<file path="config.mk">
export PLATFORM = sky130hd
export DESIGN_NAME = dac_write_scheduler
export DESIGN_NICKNAME = d
export VERILOG_FILES = /design/src/rtl/dac_write_scheduler.sv
export SDC_FILE = /design/constraint.sdc
export NUM_CORES = 1
export LEC_CHECK = 0
export CORE_UTILIZATION = 30
export DETAILED_ROUTE_END_ITERATION = 10
export GPL_TIMING_DRIVEN = 0
export PLACE_DENSITY_LB_ADDON = 0.12
export SLEW_MARGIN = 10
export SYNTH_ARGS = -nofsm -noshare
export SYNTH_HDL_FRONTEND = slang
export SYNTH_SLANG_ARGS = --single-unit
</file>
<file path="constraint.sdc">
create_clock -name i_clock -period 2.1 [get_ports i_clock]
set_input_delay 0.525 -clock i_clock [delete_from_list [all_inputs] [get_ports i_clock]]
set_output_delay 0.525 -clock i_clock [all_outputs]
set_load 0.03 [all_outputs]
</file>
<file path="src/rtl/dac_write_scheduler.sv">
// Shares one 24-bit SPI DAC transmitter between NUM_CH sample channels:
// sends the two configuration words, then round-robin sample writes.
module dac_write_scheduler #(
    parameter int unsigned NUM_CH     = 2,
    parameter logic [23:0] INIT_WORD0 = 24'h380001,
    parameter logic [23:0] INIT_WORD1 = 24'h300003,
    parameter logic [2:0]  WRITE_CMD  = 3'b011
) (
    input  logic                   i_clock,
    input  logic                   i_reset_n,
    input  logic [16*NUM_CH-1:0]   i_sample,
    input  logic [NUM_CH-1:0]      i_sample_valid,
    input  logic                   i_dac_ready,
    output logic [23:0]            o_dac_data,
    output logic                   o_dac_send,
    output logic                   o_init_done,
    output logic                   o_busy,
    output logic [NUM_CH-1:0]      o_overrun
);

    localparam int unsigned GW = (NUM_CH > 1) ? $clog2(NUM_CH) : 1;

    typedef enum logic [2:0] {CFG0, CFG1, IDLE, SEND, WAIT} state_t;

    state_t            state, state_next, ret, ret_next;
    logic [15:0]       hold [NUM_CH];
    logic [15:0]       hold_next [NUM_CH];
    logic [NUM_CH-1:0] pending, pending_next, overrun, overrun_next, grant_vec;
    logic [GW-1:0]     last_grant, last_next, grant_idx;
    logic              grant_found;
    logic [23:0]       data, data_next;
    logic              send, send_next, init_done, init_next, busy, busy_next;

    // Round-robin search starting just above the last granted channel.
    always_comb begin
        int unsigned idx;
        grant_found = 1'b0;
        grant_idx   = last_grant;
        for (int unsigned i = 1; i <= NUM_CH; i++) begin
            idx = (32'(last_grant) + i) % NUM_CH;
            if (!grant_found && pending[GW'(idx)]) begin
                grant_found = 1'b1;
                grant_idx   = GW'(idx);
            end
        end
    end

    always_comb begin
        state_next   = state;
        ret_next     = ret;
        data_next    = data;
        send_next    = send;
        init_next    = init_done;
        pending_next = pending;
        overrun_next = overrun;
        last_next    = last_grant;
        hold_next    = hold;
        grant_vec    = '0;

        case (state)
            CFG0: if (i_dac_ready) begin
                data_next  = INIT_WORD0;
                send_next  = 1'b1;
                ret_next   = CFG1;
                state_next = SEND;
            end
            CFG1: if (i_dac_ready) begin
                data_next  = INIT_WORD1;
                send_next  = 1'b1;
                ret_next   = IDLE;
                state_next = SEND;
            end
            IDLE: if (grant_found && i_dac_ready) begin
                data_next               = {2'b00, WRITE_CMD, 3'(grant_idx), hold[grant_idx]};
                pending_next[grant_idx] = 1'b0;
                grant_vec[grant_idx]    = 1'b1;
                last_next               = grant_idx;
                send_next               = 1'b1;
                ret_next                = IDLE;
                state_next              = SEND;
            end
            SEND: if (!i_dac_ready) begin
                send_next  = 1'b0;
                state_next = WAIT;
            end
            WAIT: if (i_dac_ready) begin
                state_next = ret;
                if (ret == IDLE) init_next = 1'b1;
            end
            default: state_next = CFG0;
        endcase

        // A strobe on the channel being granted re-arms it; the old value is already in data_next.
        for (int unsigned k = 0; k < NUM_CH; k++) begin
            if (i_sample_valid[k]) begin
                hold_next[k] = i_sample[16*k +: 16];
                if (pending[k] && !grant_vec[k]) overrun_next[k] = 1'b1;
                pending_next[k] = 1'b1;
            end
        end

        busy_next = (state_next == SEND) || (state_next == WAIT);
    end

    always_ff @(posedge i_clock or negedge i_reset_n) begin
        if (!i_reset_n) begin
            state      <= CFG0;
            ret        <= CFG1;
            data       <= '0;
            send       <= 1'b0;
            init_done  <= 1'b0;
            busy       <= 1'b0;
            pending    <= '0;
            overrun    <= '0;
            last_grant <= GW'(NUM_CH - 1);
            for (int unsigned k = 0; k < NUM_CH; k++) hold[k] <= '0;
        end else begin
            state      <= state_next;
            ret        <= ret_next;
            data       <= data_next;
            send       <= send_next;
            init_done  <= init_next;
            busy       <= busy_next;
            pending    <= pending_next;
            overrun    <= overrun_next;
            last_grant <= last_next;
            hold       <= hold_next;
        end
    end

    assign o_dac_data  = data;
    assign o_dac_send  = send;
    assign o_init_done = init_done;
    assign o_busy      = busy;
    assign o_overrun   = overrun;

endmodule

</file>
# --- Word-level counts from Yosys, hierarchy flattened ---
# Index checks and enable logic that the tools add are counted.
# Widths: inputs -> output; s select.
classes:
  addsub: 2
  order_cmp: 5
  n_eq_ne: 12
  n_mux: 36
  n_bitwise: 3
  n_reduce_logical: 25
ops:
  columns: ["op", "count"]
  rows:
  - ["$mux 24", 3]
  - ["$pmux 24 s3", 1]
  - ["$mux 16", 3]
  - ["$mux 3", 7]
  - ["$mux 1", 14]
  - ["$eq 3x2->1 const B", 4]
  - ["$pmux 3 s4", 1]
  - ["$reduce_and 2->1", 5]
  - ["$pmux 3 s3", 1]
  - ["$mux 2", 4]
  - ["$ne 2x2->1 const B", 4]
  - ["$reduce_and 4->1", 2]
  - ["$reduce_bool 2->1", 4]
  - ["$eq 3x3->1 const B", 2]
  - ["$lt 1x2->1 const B", 3]
  - ["$reduce_bool 3->1", 2]
  - ["$logic_and 1x1->1", 5]
  - ["$eq 3x1->1 const B", 1]
  - ["$logic_not 1->1", 3]
  - ["$logic_not 3->1", 1]
  - ["$pmux 1 s3", 1]
  - ["$reduce_and 3->1", 1]
  - ["$add 1x1->1 const B", 2]
  - ["$and 2x2->2", 1]
  - ["8 further kinds", 8]
word_totals:
  reg_bits: 70
  input_bits: 37
  output_inout_bits: 29
  elab_cells: 96

# --- Longest topological paths before layout ---
logic_depth:
  word_depth: 16
  depth_mapped: 7
  depth_no_buf: 4

# --- Least setup slack after synthesis ---
# Ideal clock, no wire load.
synth_timing:
  path_type: "input-to-reg"
  from: "input port i_dac_ready"
  to: "register overrun[1], in the netlist o_overrun[1]"
  setup_time_ns: 0.120
  arrival_time_ns: 1.430
  required_time_ns: 1.980
  path_slack_ns: 0.550
  cell_stages: 5
  n_path_buf: 1
  cell_sequence: "nand2b_4 or3_1 buf_2 nand2b_4 a31o_1"
synth_between:
  elab_chain_cells: 6
synth_rtl:
  columns: ["item", "line_no", "rtl"]
  rows:
  - ["start: declaration", "13", "input logic i_dac_ready,"]
  - ["$logic_and 1x1->1", "73", "IDLE: if (grant_found && i_dac_ready) begin"]
  - ["$mux 2", "73", null]
  - ["$mux 2", "60", "case (state)"]
  - ["$logic_not 1->1", "97", "if (pending[k] && !grant_vec[k]) overrun_next[k] = 1'b1;"]
  - ["$logic_and 1x1->1", "97", null]
  - ["$reduce_and 2->1 (no line)", null, null]
  - ["end signal: assignment", "125", "overrun <= overrun_next;"]
  - ["end: declaration", "28", "logic [NUM_CH-1:0] pending, pending_next, overrun, overrun_next, grant_vec;"]
# Every way passes these cells.
# A chain may end at the register's enable or synchronous reset.

# --- Worst setup path in the final report ---
layout_timing:
  from: "register send, in the netlist o_dac_send"
  to: "output port o_dac_send"
layout_rtl:
  columns: ["item", "line_no", "rtl"]
  rows:
  - ["start: declaration", "32", "logic send, send_next, init_done, init_next, busy, busy_next;"]
  - ["start signal: assignment", "121", "send <= send_next;"]
  - ["end: declaration", "15", "output logic o_dac_send,"]
# No word-level cell between the ends.

==> reports/metrics.yaml <==
run_status:
  outcome: "complete, no violations"
worst_setup_path:
  path_cells: "clkdlybuf4s50_1"
  startpoint_type: "flip-flop"
  crit_buf_inv: 1
  cp-end-kind: "output pin"
  critical_path_class: "reg2out"
  slowest_stage: "clkdlybuf4s50_1"
  r2r_slack_ps: 490
  critPathTopFamily: "buffers and inverters"
  critPathArrivalTime_ps: 1390
  worstPathMaxFanout: 4
  critical-path-max-stage-delay_ps: 680
  crit_required_ps: 1570
timing:
  fmax_ghz: 0.5217
  slew_headroom: 0.6553
  whs_ps: 55.90
  setup_violations: 0
  tightest_slew_ps: 517.1
  layout_min_cycle_time_ps: 1917
  final_max_slew_viol_count: 0
  hold_violations: 0
  finClkSkew_ps: 4.929
  finalCritPeriodShare: 0.9127
  rsz0062_at_grt: "false"
power_and_ir_drop:
  peakVddDrop_mv: 0.3769
  p_leak_uw: 0.001585
  total_power_uw: 4367
  power_density_mw_per_mm2: 1185
job:
  maxCapViolCount: 0
floorplan:
  die_area_mm2: 0.009490
  die_w_um: 97.42
  io_pins: 66
  placementRows: 34
  core_mm2: 0.008763
  start_util: 0.3117
  dieHeight_um: 97.42
clock_tree:
  cts_sinks: 65
  postCtsSetupRepairBufs: 0
  clk_path_buf_depth: 2
  numCtsBuffers: 9
  cts_root_buffer: "clkbuf_8"
  cts_tree: "done"
  clock_latency_ps: 340
  cts_resized: 0
  cts_max_level: 3
  ctsHoldBuffers: 0
  clkTransAtPathRegs_ps: 70
layout:
  fin_area_mm2: 0.003686
  drive_gt1_frac: 0.2349
  diodes: 0
  stdcell_count: 406
  fillCellCount: 857
  register_area_mm2: 0.001629
  area_growth_pct: 34.95
  multi_input_area_mm2: 0.001007
  nets: 330
global_route:
  grt-ovfl-total: 0
  grt_max_degree: 49
  grt_pass1_vias: 1961
  antenna_found_initial: 0
  grt_usage: 0.1410
  grt_pass1_wl_um: 10250
route:
  drt_iter0_markers: 63
  wl_um: 6043
  routed.top_layer: "met4"
  route.vias.total: 1870
  route.met3.wl_um: 279
  drt-met1-wl_um: 2701
  antenna_left: 0
  drc: 0
  wl_met2_um: 2946
  drt-wirelength-per-cell_um: 14.88
  drt_first_pass_iters: 4
  via_per_inst: 4.606
synthesis:
  ys_warn_count: 0
  ys_ff_latch: 65
  netlist_area_mm2: 0.002731
  ys_types: 33
  seq_area_frac_synth: 0.5964
  avgSynthCellArea_um2: 12.47
  syn_inst: 219
placement:
  numPortBuffers: 59
  dp_hpwl_um: 4177
  gp_congestion: 0.7239
  post_dp_cell_area_mm2: 0.003493
  place_inst: 390
hold_path:
  hp-class: "in2async"
[kinds of logic after synthesis]
logic type	count (synthesis)	synth area share
buffers and inverters	20	0.03894
muxes	48	0.1915
AOI/OAI and AO/OA	43	0.09758
other	1	0.001373
and+or+nand+nor	42	0.07421
DFF	65	0.5964
[synth_stat cells (all sizes together)]
master   n  share of area
a211oi   1         0.0027
a21o     4          0.011
a21oi    6          0.011
a22o     1         0.0032
a22oi    1         0.0027
a31o     2         0.0064
a31oi    2         0.0046
a41o     1         0.0037
buf     13          0.029
clkbuf   5         0.0069
conb     1         0.0014
dfrtp   63           0.58
dfstp    2          0.019
inv      2         0.0027
mux2    34           0.14
mux2i   14          0.051
nand2   23          0.032
nand2b   4          0.015
nand3    2         0.0037
nand3b   2         0.0055
nor2     7         0.0096
nor2b    2         0.0046
o21a     1         0.0027
o21ai   18          0.033
o21bai   3         0.0082
o22a     1         0.0032
o22ai    1         0.0023
o31ai    1         0.0027
or2      1         0.0023
or3      1         0.0023
[cell usage in the layout (no fill, tap or decap), drive strengths merged, types with 2 or more instances in the layout]
| cell type | Yosys | final |
|---|---|---|
| clkdlybuf4s50 | 0 | 58 |
| nor2b | 2 | 2 |
| nand2 | 23 | 23 |
| o21ai | 18 | 18 |
| a21o | 4 | 4 |
| nand3b | 2 | 2 |
| a31oi | 2 | 2 |
| mux2 | 34 | 34 |
| a31o | 2 | 2 |
| a21oi | 6 | 6 |
| nor2 | 7 | 7 |
| mux2i | 14 | 14 |
| inv | 2 | 2 |
| dfrtp | 63 | 63 |
| buf | 13 | 15 |
| dfstp | 2 | 2 |
| clkbuf | 5 | 19 |
| conb | 1 | 4 |
| nand3 | 2 | 2 |
| o21bai | 3 | 3 |
| clkinv | 0 | 2 |
| nand2b | 4 | 4 |
[flip-flops by register name, summed over array words and instances, names as in the netlist, 2 cells and up]
| register | cells |
|---|---|
| state | 3 |
| o_dac_data | 20 |
| pending | 2 |
| hold | 32 |
| o_overrun | 2 |
| ret | 2 |
[path summary, 6_finish.rpt]
check | from | to | depth (start not counted)
setup / recovery | o_dac_send | o_dac_send | 1
hold / removal | i_reset_n | state[1] | 1
setup reg to reg | state[2] | o_overrun[1] | 5
hold reg to reg | o_dac_data[20] | o_dac_data[20] | 1
max in group asynchronous | i_reset_n | last_grant | 2
min in group i_clock | o_dac_data[20] | o_dac_data[20] | 1
[per-stage QoR]
| stage | setup TNS (ps) | util | setup WS, ps |
|---|---|---|---|
| floorplan | 0 | - | 550.1 |
| global placement | -117830 | 0.3958 | -1828 |
| detailed placement | -822.6 | 0.3986 | -102.9 |
| CTS | 0 | 0.4206 | 156.8 |
| global route | 0 | 0.4206 | 103.3 |
| finish | 0 | 0.4206 | 183.3 |
[per-layer routing]
layer  GRT usage  vias to the layer above
met2      0.2216                       41
met3     0.04388                       11
li1            -                      899
met5           0                        -
met1      0.1802                      919
met4     0.05769                        0
[area by class of cell]
type | instances | share of cell area
Buffer | 18 | 0.02682
Clock buffer | 14 | 0.04956
Clock inverter | 2 | 0.002716
Inverter | 2 | 0.002037
Multi-Input combinational cell | 137 | 0.2733
Sequential cell | 65 | 0.4420
Tap cell | 108 | 0.03666
Timing Repair Buffer | 60 | 0.1670
[report_power, final]
group	leakage (µW)	switching, µW	internal [µW]
combinational	0.000720	903	737
clock	0.000102	466	555
sequential	0.000762	168	1540
(Power assumes the default switching activity.)
